==> src/rtl/led_panel_cmd_ctrl.sv <==
// Byte-stream command decoder driving the back bank of a double-buffered 16x8 LED
// frame buffer, plus the colour register and front/back bank selection.
module led_panel_cmd_ctrl #(
  parameter int         TIMEOUT_CYCLES = 100000,
  parameter logic [2:0] RGB_RESET      = 3'b101
) (
  input  logic       clk,
  input  logic       reset,
  input  logic       rx_dv,
  input  logic [7:0] rx_byte,
  input  logic       frame_boundary,
  output logic       fb_we,
  output logic [3:0] fb_addr,
  output logic [7:0] fb_data,
  output logic       front_sel,
  output logic [2:0] rgb,
  output logic       busy,
  output logic       err_overrun,
  output logic [7:0] err_count
);

  localparam int TW = $clog2(TIMEOUT_CYCLES + 1);

  typedef enum logic [2:0] {IDLE, COL_DATA, CLEAR, FRAME_DATA, SWAP_WAIT} state_t;

  state_t        state, state_n;
  logic [3:0]    col, col_n;
  logic [TW-1:0] tmo, tmo_n;
  logic          we_n, front_n, ovr_n, err_inc;
  logic [3:0]    addr_n;
  logic [7:0]    data_n;
  logic [2:0]    rgb_n;
  logic          tmo_hit;

  assign tmo_hit = (tmo == TW'(TIMEOUT_CYCLES - 1));

  always_comb begin
    state_n = state;
    col_n   = col;
    tmo_n   = tmo;
    we_n    = 1'b0;
    addr_n  = fb_addr;
    data_n  = fb_data;
    front_n = front_sel;
    rgb_n   = rgb;
    ovr_n   = err_overrun;
    err_inc = 1'b0;
    case (state)
      IDLE: begin
        tmo_n = '0;
        if (rx_dv) begin
          if (rx_byte[7:4] == 4'h1) begin
            col_n   = rx_byte[3:0];
            state_n = COL_DATA;
          end else if (rx_byte[7:3] == 5'b00100) begin
            rgb_n = rx_byte[2:0];
          end else if (rx_byte == 8'h30) begin
            // Column 0 is issued with the opcode so the clear starts the next cycle.
            we_n    = 1'b1;
            addr_n  = 4'd0;
            data_n  = 8'h00;
            col_n   = 4'd1;
            state_n = CLEAR;
          end else if (rx_byte == 8'h40) begin
            col_n   = 4'd0;
            state_n = FRAME_DATA;
          end else if (rx_byte == 8'h50) begin
            state_n = SWAP_WAIT;
          end else begin
            err_inc = 1'b1;
          end
        end
      end
      COL_DATA: begin
        if (rx_dv) begin
          we_n    = 1'b1;
          addr_n  = col;
          data_n  = rx_byte;
          state_n = IDLE;
        end else if (tmo_hit) begin
          err_inc = 1'b1;
          state_n = IDLE;
        end else begin
          tmo_n = tmo + TW'(1);
        end
      end
      FRAME_DATA: begin
        if (rx_dv) begin
          we_n   = 1'b1;
          addr_n = col;
          data_n = rx_byte;
          col_n  = col + 4'd1;
          tmo_n  = '0;
          if (col == 4'd15) state_n = IDLE;
        end else if (tmo_hit) begin
          err_inc = 1'b1;
          state_n = IDLE;
        end else begin
          tmo_n = tmo + TW'(1);
        end
      end
      CLEAR: begin
        we_n   = 1'b1;
        addr_n = col;
        data_n = 8'h00;
        col_n  = col + 4'd1;
        if (col == 4'd15) state_n = IDLE;
        if (rx_dv) begin
          ovr_n   = 1'b1;
          err_inc = 1'b1;
        end
      end
      SWAP_WAIT: begin
        if (frame_boundary) begin
          front_n = ~front_sel;
          state_n = IDLE;
        end
        if (rx_dv) begin
          ovr_n   = 1'b1;
          err_inc = 1'b1;
        end
      end
      default: state_n = IDLE;
    endcase
  end

  always_ff @(posedge clk) begin
    if (reset) begin
      state       <= IDLE;
      col         <= '0;
      tmo         <= '0;
      fb_we       <= 1'b0;
      fb_addr     <= '0;
      fb_data     <= '0;
      front_sel   <= 1'b0;
      rgb         <= RGB_RESET;
      busy        <= 1'b0;
      err_overrun <= 1'b0;
      err_count   <= '0;
    end else begin
      state       <= state_n;
      col         <= col_n;
      tmo         <= tmo_n;
      fb_we       <= we_n;
      fb_addr     <= addr_n;
      fb_data     <= data_n;
      front_sel   <= front_n;
      rgb         <= rgb_n;
      busy        <= (state_n != IDLE);
      err_overrun <= ovr_n;
      if (err_inc && err_count != 8'hFF) err_count <= err_count + 8'd1;
    end
  end

endmodule

==> config.mk <==
export PLATFORM = sky130hd
export DESIGN_NAME = led_panel_cmd_ctrl
export DESIGN_NICKNAME = d
export VERILOG_FILES = /design/src/rtl/led_panel_cmd_ctrl.sv
export SDC_FILE = /design/constraint.sdc
export NUM_CORES = 1
export LEC_CHECK = 0
export BUFFER_PORTS_ARGS = -buffer_cell sky130_fd_sc_hd__buf_4
export CELL_PAD_IN_SITES_DETAIL_PLACEMENT = 2
export CELL_PAD_IN_SITES_GLOBAL_PLACEMENT = 2
export CORE_MARGIN = 3
export CORE_UTILIZATION = 35
export CTS_CLUSTER_SIZE = 25
export DETAILED_ROUTE_END_ITERATION = 8
export MAX_ROUTING_LAYER = met4
export PLACE_DENSITY = 0.87
export SETUP_SLACK_MARGIN = 0.5
export SLEW_MARGIN = 10
export SYNTH_ARGS = -nofsm -noshare
export SYNTH_HDL_FRONTEND = slang
export SYNTH_SLANG_ARGS = --single-unit
==> constraint.sdc <==
create_clock -name clk -period 2.6 [get_ports clk]
set_input_delay 0.26 -clock clk [delete_from_list [all_inputs] [get_ports clk]]
set_output_delay 0.26 -clock clk [all_outputs]
set_load 0.005 [all_outputs]
==> impl_metrics.csv, run 1 <==
group,metric,value,unit
run_status,status,"finished, final reports clean",
critical_path,crit_path_start,"state[1]",
critical_path,reg2reg_from,"state[1]",
placement,dpl.hpwl,6380,microns
layout,postLayoutCoreUtil,0.434,
min_path,whs_path_depth,2,
drt,wl_per_cell,19.5,microns
clocking,htreeDepth,2,
logic_synthesis,syn_area_per_cell,8.73,sq um
placement,numPortBuffers,38,
drt,routed_wl,9270,microns
logic_synthesis,muxShareOfSynthArea,0.0827,
sta,slew_viol_final,0,
logic_synthesis,synth_xor_area_frac,0.0241,
floorplanning,die_h,97.1,microns
placement,gp_congestion,0.864,
logic_synthesis,mappedNetlistArea,2910,sq um
drt,drt_iter0_markers,137,
min_path,min_path_type,"primary input to flop",
grt,globalRouteOverflowTotal,0,
critical_path,cp.arrival,2.24,ns
drt,top_layer,"met4",
layout,area_delta_synth_final,17.9,%
sta,relSlewSlack,0.618,
sta,hold_viol_final,0,
sta,finalWorstSetupSlack,0.560,ns
layout,multi_input_area,1810,sq um
floorplanning,core,7890,sq um
flow_run,drv_cap,0,
critical_path,reg2reg_depth,5,
sta,min_period,2.04,ns
power_and_ir_drop,ir_worst_vdd,0.207,mV
min_path,hold_start,"rx_byte[0]",
grt,grt_pass1_wl,15100,microns
critical_path,startpoint_type,"flop",
floorplanning,start_util,0.368,
floorplanning,die_area,9430,sq um
drt,routed-via-count,2715,
drt,antenna_left,0,
floorplanning,rows,32,
logic_synthesis,synth_edf_count,0,
logic_synthesis,yosysWarnings,0,
logic_synthesis,async_reset_ff_frac,0,
critical_path,end_kind,"flop",
drt,detail_route.drc_violations,0,
sta,whs,0.228,ns
logic_synthesis,syn_nets,348,
sta,fin_setup_tns,0,ns
clocking,cts_num_sinks,51,
power_and_ir_drop,p_per_area,408,nW/um^2
floorplanning,die_w,97.1,microns
logic_synthesis,yosys.area_share.simple,0.314,
sta,setup-violations-final,0,
power_and_ir_drop,p_comb_frac,0.100,
power_and_ir_drop,p_leak,1.24,nW
logic_synthesis,ys.flop_type,"dfxtp_1",
power_and_ir_drop,clock_power_share,0.329,
sta,fin_crit_sh,0.784,
grt,grt_pass1_vias,2837,
clocking,clkTransAtPathRegs,0.09,ns
placement,dp_slack,0.357,ns
power_and_ir_drop,internal_power,0.00103,W
sta,finClkSkew,0.00712,ns
drt,first_pass_iters,4,
logic_synthesis,syn_inst,333,
drt,m1WireLength,4210,microns
logic_synthesis,synth_cell_types,64,
floorplanning,ios,39,
sta,rsz0062_at_grt,"true",
sta,tightestPinTransition,0.569,ns
power_and_ir_drop,seq_power_share,0.571,
logic_synthesis,synthAdderAreaFrac,0.0129,
layout,finalNetCount,388,
clocking,cts-root-buf,"clkbuf_8",
layout,drive_gt1_frac,0.243,
logic_synthesis,synth-seq-cells,51,
clocking,cts_tree,"done",
layout,antennaDiodeCount,0,
critical_path,required,2.80,ns
layout,regArea,1030,sq um
grt,grt_usage,0.199,
clocking,cts.path.max_buffers,2,
sta,max_freq,0.490,GHz
critical_path,path_max_fanout,15,
drt,wl_met2,4670,microns
power_and_ir_drop,p_sw,0.000364,W
logic_synthesis,synth-compound-area-share,0.164,
clocking,numCtsBuffers,5,
grt,antenna_found_initial,0,
clocking,clk_latency,0.30,ns
critical_path,criticalPathCategory,"flop to flop",
drt,met3_length,246,microns
layout,fill_cells,878,
power_and_ir_drop,p_sw_frac,0.260,
logic_synthesis,synth_top_family_by_area,"simple AND/OR/NAND/NOR gates",
logic_synthesis,yosysSeqAreaShare,0.351,
drt,avgViaCountPerCell,5.70,
grt,grt_max_degree,51,
==> sequential cells by signal (all words and copies together), names as in the netlist <==
name / cells
busy: 1
col: 4
err_count: 8
err_overrun: 1
fb_addr: 4
fb_data: 8
fb_we: 1
front_sel: 1
rgb: 3
state: 3
tmo: 17
==> layout by cell type (no fill, tap or decap), types with 10 or more instances in the layout <==
cell and n:
nand2b_1 17, nand3_1 17, a21oi_1 16, mux2i_1 15, nand2_1 32, dfxtp_1 48, o21ai_0 10, nor2_1 30
nor2b_1 10, buf_4 47
==> through the flow <==
step                total power (W)  area, sq um  std cells
floorplan                  0.000899         2910        333
global placement           0.000944         3230        463
detailed placement         0.000950         3230        463
CTS                         0.00141         3330        472
global route                0.00147         3430        476
finish                      0.00140         3430        476
==> logic make-up (layout without fill, tap and decap cells) <==
group | count (synthesis) | count (layout)
compound gates | 67 | 67
xor+xnor | 8 | 8
fa+ha+maj | 3 | 3
buf+inv | 22 | 63
flops | 51 | 51
mux | 23 | 23
simple gates | 159 | 159
==> power by group through the flow <==
stage | registers (W) | logic [W] | clock network (W)
finish | 0.000798 | 0.000140 | 0.000460
global route | 0.000801 | 0.000153 | 0.000519
CTS | 0.000800 | 0.000134 | 0.000475
detailed placement | 0.000818 | 0.000132 | 0
global placement | 0.000817 | 0.000127 | 0
floorplan | 0.000815 | 0.0000834 | 0
==> metal layers <==
metal / track usage / vias up
met5: - / -
met2: 0.338 / 58
met4: 0.0497 / 0
met3: 0.0266 / 12
met1: 0.251 / 1359
li1: - / 1286
==> final cells by class <==
class / instances / area share
clock buffer: 7 / 0.0223
clock inverter: 1 / 0.00146
inverter: 8 / 0.00876
multi-input combinational: 260 / 0.527
sequential: 51 / 0.300
tap: 102 / 0.0372
timing repair buffer: 47 / 0.103
==> worst paths after layout <==
| path | slack, ns | endpoint |
|---|---|---|
| worst max-delay path | 0.56 | err_count[7] |
| worst min-delay path | 0.23 | rgb[0] |
| worst max register to register | 0.56 | err_count[7] |
| worst min register to register | 0.49 | fb_data[1] |
==> worst max-delay path, cell delays in order, from the launching register on <==
cell     delay [ns]
dfxtp_4        0.41
or4b_4         0.60
a31oi_2        0.23
a21oi_4        0.13
a21oi_1        0.21
mux2_2         0.35
==> repair_timing <==
action,in CTS,in global routing
hold endpoints to repair,0,0
hold buffers,0,0
gates resized for setup,4,14
buffers inserted,1,4
endpoints found under the setup margin,18,18
pin swaps,1,4
==> cells in the mapped netlist, types with 4 or more instances <==
master    number  area, sq um
a21oi_1       17         85.1
a311oi_1       5         43.8
a31oi_1        5         31.3
and3_1         5         31.3
clkbuf_1       4         15.0
clkbuf_8       4         55.1
dfxtp_1       51         1020
inv_1          8         30.0
mux2_2         8         90.1
mux2i_1       15          150
nand2_1       32          120
nand2b_1      17          106
nand3_1       18         90.1
nand4_1        4         25.0
nor2_1        31          116
nor2b_1       10         62.6
nor3_1         6         30.0
o21ai_0       10         50.1
or3_1          4         25.0
or4_1          6         45.0
xor2_1         7         61.3
No activity file was read; power rests on OpenSTA's default activity.
==> run 2, diff against run 1 <==
==> constraint.sdc (replaced) <==
create_clock -name clk -period 2.04 [get_ports clk]
set_input_delay 0.204 -clock clk [delete_from_list [all_inputs] [get_ports clk]]
set_output_delay 0.204 -clock clk [all_outputs]
set_load 0.005 [all_outputs]
==> run 2 against run 1 <==
Effect of this change:
- the run now ends with setup timing left
- design area grew 26%
- global-route usage is 7.5 points higher
- clock skew rose by 0.0089 ns
- combinational power increased by 95%
- sequential cell count is the same
- sequential share of layout area fell by 5.5 points
- largest power group unchanged
==> impl_metrics.csv, run 2 (same netlist as run 1, synthesis figures left out) <==
group,metric,value,unit
sta,slew_viol_final,0,
floorplanning,die_h,97.1,microns
drt,drt_iter0_markers,154,
power_and_ir_drop,p_per_area,461,nW/um^2
clocking,cts_tree,"done",
critical_path,path_max_fanout,5,
clocking,cts-root-buf,"clkbuf_8",
sta,max_freq,0.487,GHz
sta,relSlewSlack,0.663,
critical_path,path_cells,"nor4bb_4, nand3_2, o211ai_1, buf_4, buf_4, xor2_2, nor2_1",
sta,fin_crit_sh,1.01,
clocking,htreeDepth,2,
layout,multi_input_area,2150,sq um
grt,globalRouteOverflowTotal,0,
clocking,numCtsBuffers,5,
min_path,min_path_type,"primary input to flop",
sta,tightestPinTransition,0.503,ns
grt,grt_pass1_wl,19700,microns
grt,grt_pass1_vias,3317,
run_status,violations,"setup timing",
floorplanning,rows,32,
floorplanning,die_w,97.1,microns
sta,min_period,2.05,ns
layout,finalNetCount,440,
layout,design_area,4300,sq um
power_and_ir_drop,p_leak,1.61,nW
sta,setup-violations-final,1,
drt,wl_per_cell,29.7,microns
drt,antenna_left,0,
power_and_ir_drop,ir_worst_vdd,0.503,mV
critical_path,startpoint_type,"flop",
critical_path,cp.arrival,2.29,ns
grt,grt_max_degree,27,
layout,layout_common_cells,"buf_4 (86), dfxtp_1 (37), nand2_1 (31)",
drt,avgViaCountPerCell,6.08,
placement,dpl.hpwl,6810,microns
drt,routed-via-count,3211,
sta,finClkSkew,0.0160,ns
drt,routed_wl,15700,microns
layout,fill_cells,787,
layout,antennaDiodeCount,0,
placement,gp_congestion,0.819,
layout,largest_reg_flops,17,
placement,numPortBuffers,38,
layout,largestRegisters,"tmo: 17 flops, err_count: 8 flops, fb_data: 8 flops",
run_status,status,"finished, violations left",
floorplanning,start_util,0.368,
clocking,clk_latency,0.34,ns
clocking,cts_num_sinks,51,
grt,antenna_found_initial,0,
sta,finalWorstSetupSlack,-0.0149,ns
sta,hold_viol_final,0,
floorplanning,die_area,9430,sq um
layout,final_common_cell,"buf_4",
clocking,cts.path.max_buffers,2,
critical_path,cp_slowest_stage_delay,0.45,ns
layout,drive_gt1_frac,0.472,
layout,regMostFlops,"tmo",
drt,detail_route.drc_violations,0,
layout,postLayoutCoreUtil,0.546,
critical_path,end_kind,"flop",
flow_run,drv_cap,0,
layout,regArea,1060,sq um
critical_path,crit_path_top_delay_cell,"o211ai_1",
critical_path,required,2.27,ns
critical_path,crit_top_cell,"buf_4",
grt,grt_usage,0.274,
sta,rsz0062_at_grt,"true",
drt,first_pass_iters,4,
layout,area_delta_synth_final,48.1,%
placement,place_area,3420,sq um
floorplanning,core,7890,sq um
clocking,clkTransAtPathRegs,0.12,ns
critical_path,criticalPathCategory,"flop to flop",
floorplanning,ios,39,
clocking,cts_hold_buf,0,
[run 2: cell types whose count changed in the layout (fill, tap and decap cells not counted), sizes merged]
cell      change
clkinvlp      +1
buf          +51
[run 2: power by group]
part           internal, W  switching, W  leakage [nW]
registers         0.000996     0.0000162         0.421
logic             0.000116      0.000156          1.14
clock network     0.000279      0.000421        0.0474
[run 2: through the flow]
stage	setup TNS [ns]	hold WS, ns	total power, W	instances	worst slack, ns
after floorplan	0	0.322	0.00115	333	0.196
after global placement	0	0.461	0.00121	477	0.0699
after detailed placement	-0.150	0.478	0.00122	477	-0.0436
after CTS	0	0.146	0.00192	504	0.181
after global routing	-0.308	0.165	0.00204	528	-0.0935
final	-0.0149	0.160	0.00198	528	-0.0149
[run 2: critical path: cells and delay by family, from the launching register on]
| kind | cells | cell delay [ns] |
|---|---|---|
| simple gates | 3 | 0.68 |
| buf+inv | 2 | 0.30 |
| xor+xnor | 1 | 0.14 |
| compound gates | 1 | 0.45 |
| flops | 1 | 0.38 |
[run 2: timing repair]
| action | 4_1_cts | 5_1_grt |
|---|---|---|
| resized for setup | 50 | 60 |
| pin swaps | 22 | 29 |
| setup endpoints to repair | 47 | 48 |
| hold endpoints to repair | 0 | 0 |
| gates cloned | 0 | 1 |
| buffers inserted | 19 | 23 |
[run 2: cell type report]
cell class	instances	area share
multi-input cells	260	0.500
flip-flops and latches	51	0.246
repair buffers	99	0.194
well taps	102	0.0297
clock buffers	6	0.0192
inverters	8	0.00756
clock inverters	2	0.00378
[run 2: per-layer routing]
metal	GRT usage	part of all wire
met1	0.322	0.41
met4	0.125	0.049
met3	0.0495	0.041
met2	0.456	0.50
met5	-	0
[run 2: path summary, 6_finish.rpt]
| path | start | end | slack, ns | depth (start not counted) |
|---|---|---|---|---|
| worst max-delay path | tmo[11] | tmo[2] | -0.01 | 7 |
| worst min-delay path | rx_byte[0] | rgb[0] | 0.16 | 2 |
| worst max register to register | tmo[11] | tmo[2] | -0.01 | 7 |
| worst min register to register | fb_addr[1] | fb_addr[1] | 0.50 | 2 |
==> run 3, diff against run 2 <==
==> constraint.sdc (replaced) <==
create_clock -name clk -period 2.1 [get_ports clk]
set_input_delay 0.21 -clock clk [delete_from_list [all_inputs] [get_ports clk]]
set_output_delay 0.21 -clock clk [all_outputs]
set_load 0.005 [all_outputs]
==> run 3 against run 2 <==
Effect of this change:
- the flow now finishes without violations
- cell count shrank 0.76%
- hold slack gained 0.027 ns
- first-iteration DRC count grew 110%
- critical endpoint is now tmo[5]
==> impl_metrics.csv, run 3 (same netlist as run 1, synthesis figures left out) <==
group,metric,value,unit
critical_path,crit_path_top_delay_cell,"dfxtp_4",
grt,antenna_found_initial,0,
layout,largest_reg_flops,17,
sta,finClkSkew,0.0122,ns
critical_path,criticalPathCategory,"flop to flop",
sta,max_freq,0.478,GHz
clocking,cts_hold_buf,0,
critical_path,end_kind,"flop",
power_and_ir_drop,total_power,0.00185,W
floorplanning,die_area,9430,sq um
sta,tightestPinTransition,0.601,ns
drt,antenna_left,0,
drt,routed_wl,16600,microns
layout,layout_common_cells,"buf_4 (76), dfxtp_1 (40), nand2_1 (31)",
drt,routed-via-count,3285,
drt,first_pass_iters,4,
critical_path,cp_top_family,"compound AO/OA/AOI/OAI gates",
floorplanning,die_h,97.1,microns
layout,fill_cells,775,
layout,regMostFlops,"tmo",
drt,avgViaCountPerCell,6.27,
layout,multi_input_area,2180,sq um
sta,fin_crit_sh,0.997,
floorplanning,die_w,97.1,microns
drt,detail_route.drc_violations,0,
sta,slew_viol_final,0,
power_and_ir_drop,p_leak,1.60,nW
layout,largestRegisters,"tmo: 17 flops, err_count: 8 flops, fb_data: 8 flops",
placement,dp_slack,-0.0279,ns
flow_run,drv_cap,0,
placement,place_area,3370,sq um
clocking,cts.path.max_buffers,2,
critical_path,critPathBufInv,2,
clocking,cts-root-buf,"clkbuf_8",
layout,area_delta_synth_final,47.3,%
floorplanning,rows,32,
grt,grt_pass1_wl,20900,microns
sta,rsz0062_at_grt,"true",
sta,relSlewSlack,0.597,
floorplanning,core,7890,sq um
layout,regArea,1050,sq um
layout,fin_cells,524,
sta,hold_viol_final,0,
placement,dpl.hpwl,7520,microns
floorplanning,ios,39,
critical_path,startpoint_type,"flop",
run_status,status,"finished, final reports clean",
critical_path,crit_top_cell,"buf_4",
clocking,htreeDepth,2,
grt,grt_usage,0.288,
grt,grt_pass1_vias,3491,
power_and_ir_drop,p_per_area,432,nW/um^2
layout,design_area,4280,sq um
drt,drt_iter0_markers,331,
critical_path,cp_slowest_stage_delay,0.39,ns
clocking,numCtsBuffers,5,
clocking,clk_latency,0.33,ns
floorplanning,start_util,0.368,
placement,gp_congestion,0.824,
critical_path,path_max_fanout,6,
sta,finalWorstSetupSlack,0.00661,ns
layout,finalNetCount,436,
sta,setup-violations-final,0,
min_path,min_path_type,"primary input to flop",
critical_path,required,2.35,ns
power_and_ir_drop,ir_worst_vdd,0.272,mV
drt,wl_per_cell,31.6,microns
clocking,clkTransAtPathRegs,0.11,ns
critical_path,path_cells,"nor4bb_4, nand3_2, buf_4, o211ai_1, buf_4, o21ai_0, a21oi_2",
sta,min_period,2.09,ns
critical_path,cp.arrival,2.34,ns
grt,grt_max_degree,27,
layout,drive_gt1_frac,0.464,
grt,globalRouteOverflowTotal,0,
clocking,cts_num_sinks,51,
layout,final_common_cell,"buf_4",
placement,dp.cells,475,
placement,numPortBuffers,38,
layout,antennaDiodeCount,0,
sta,fin_setup_tns,0,ns
clocking,cts_tree,"done",
-- run 3: changes by cell type in the layout (fill, tap and decap cells not counted), sizes merged --
cell,change
clkinvlp,-1
buf,-4
clkbuf,+1
-- run 3: final cells by class --
type / count / area share
Clock buffer: 7 / 0.0178
Sequential cell: 51 / 0.246
Inverter: 8 / 0.00702
Clock inverter: 1 / 0.00117
Multi-Input combinational cell: 260 / 0.508
Tap cell: 102 / 0.0298
Timing Repair Buffer: 95 / 0.189
-- run 3: worst paths after layout --
kind	start	to	slack, ns	cells past startpoint
hold / removal	rx_byte[0]	rgb[0]	0.19	2
hold reg to reg	fb_data[7]	fb_data[7]	0.49	2
setup / recovery	tmo[7]	tmo[5]	0.007	7
setup reg to reg	tmo[7]	tmo[5]	0.007	7
-- run 3: report_power, final --
part           internal, W  leakage (nW)  total, W  switching, W
clock network     0.000236        0.0422  0.000610      0.000374
logic             0.000104          1.14  0.000256      0.000152
registers         0.000967         0.419  0.000982     0.0000148
-- run 3: repair_timing --
item | 4_1_cts | 5_1_grt
gates resized for setup | 66 | 56
pin swaps | 28 | 25
setup endpoints to repair | 47 | 45
setup buffers | 27 | 13
gates cloned | 0 | 1
-- run 3: layer usage --
metal | global-route usage | share of wire
met1 | 0.339 | 0.40
met2 | 0.503 | 0.49
met3 | 0.0517 | 0.050
met4 | 0.0832 | 0.059
met5 | - | 0
-- run 3: through the flow --
stage / hold slack (ns) / utilization
4_1_cts: 0.166 / 0.497
3_5_place_dp: 0.476 / 0.427
5_1_grt: 0.201 / 0.543
3_3_place_gp: 0.460 / 0.427
2_1_floorplan: 0.328 / -
6_report: 0.188 / 0.543
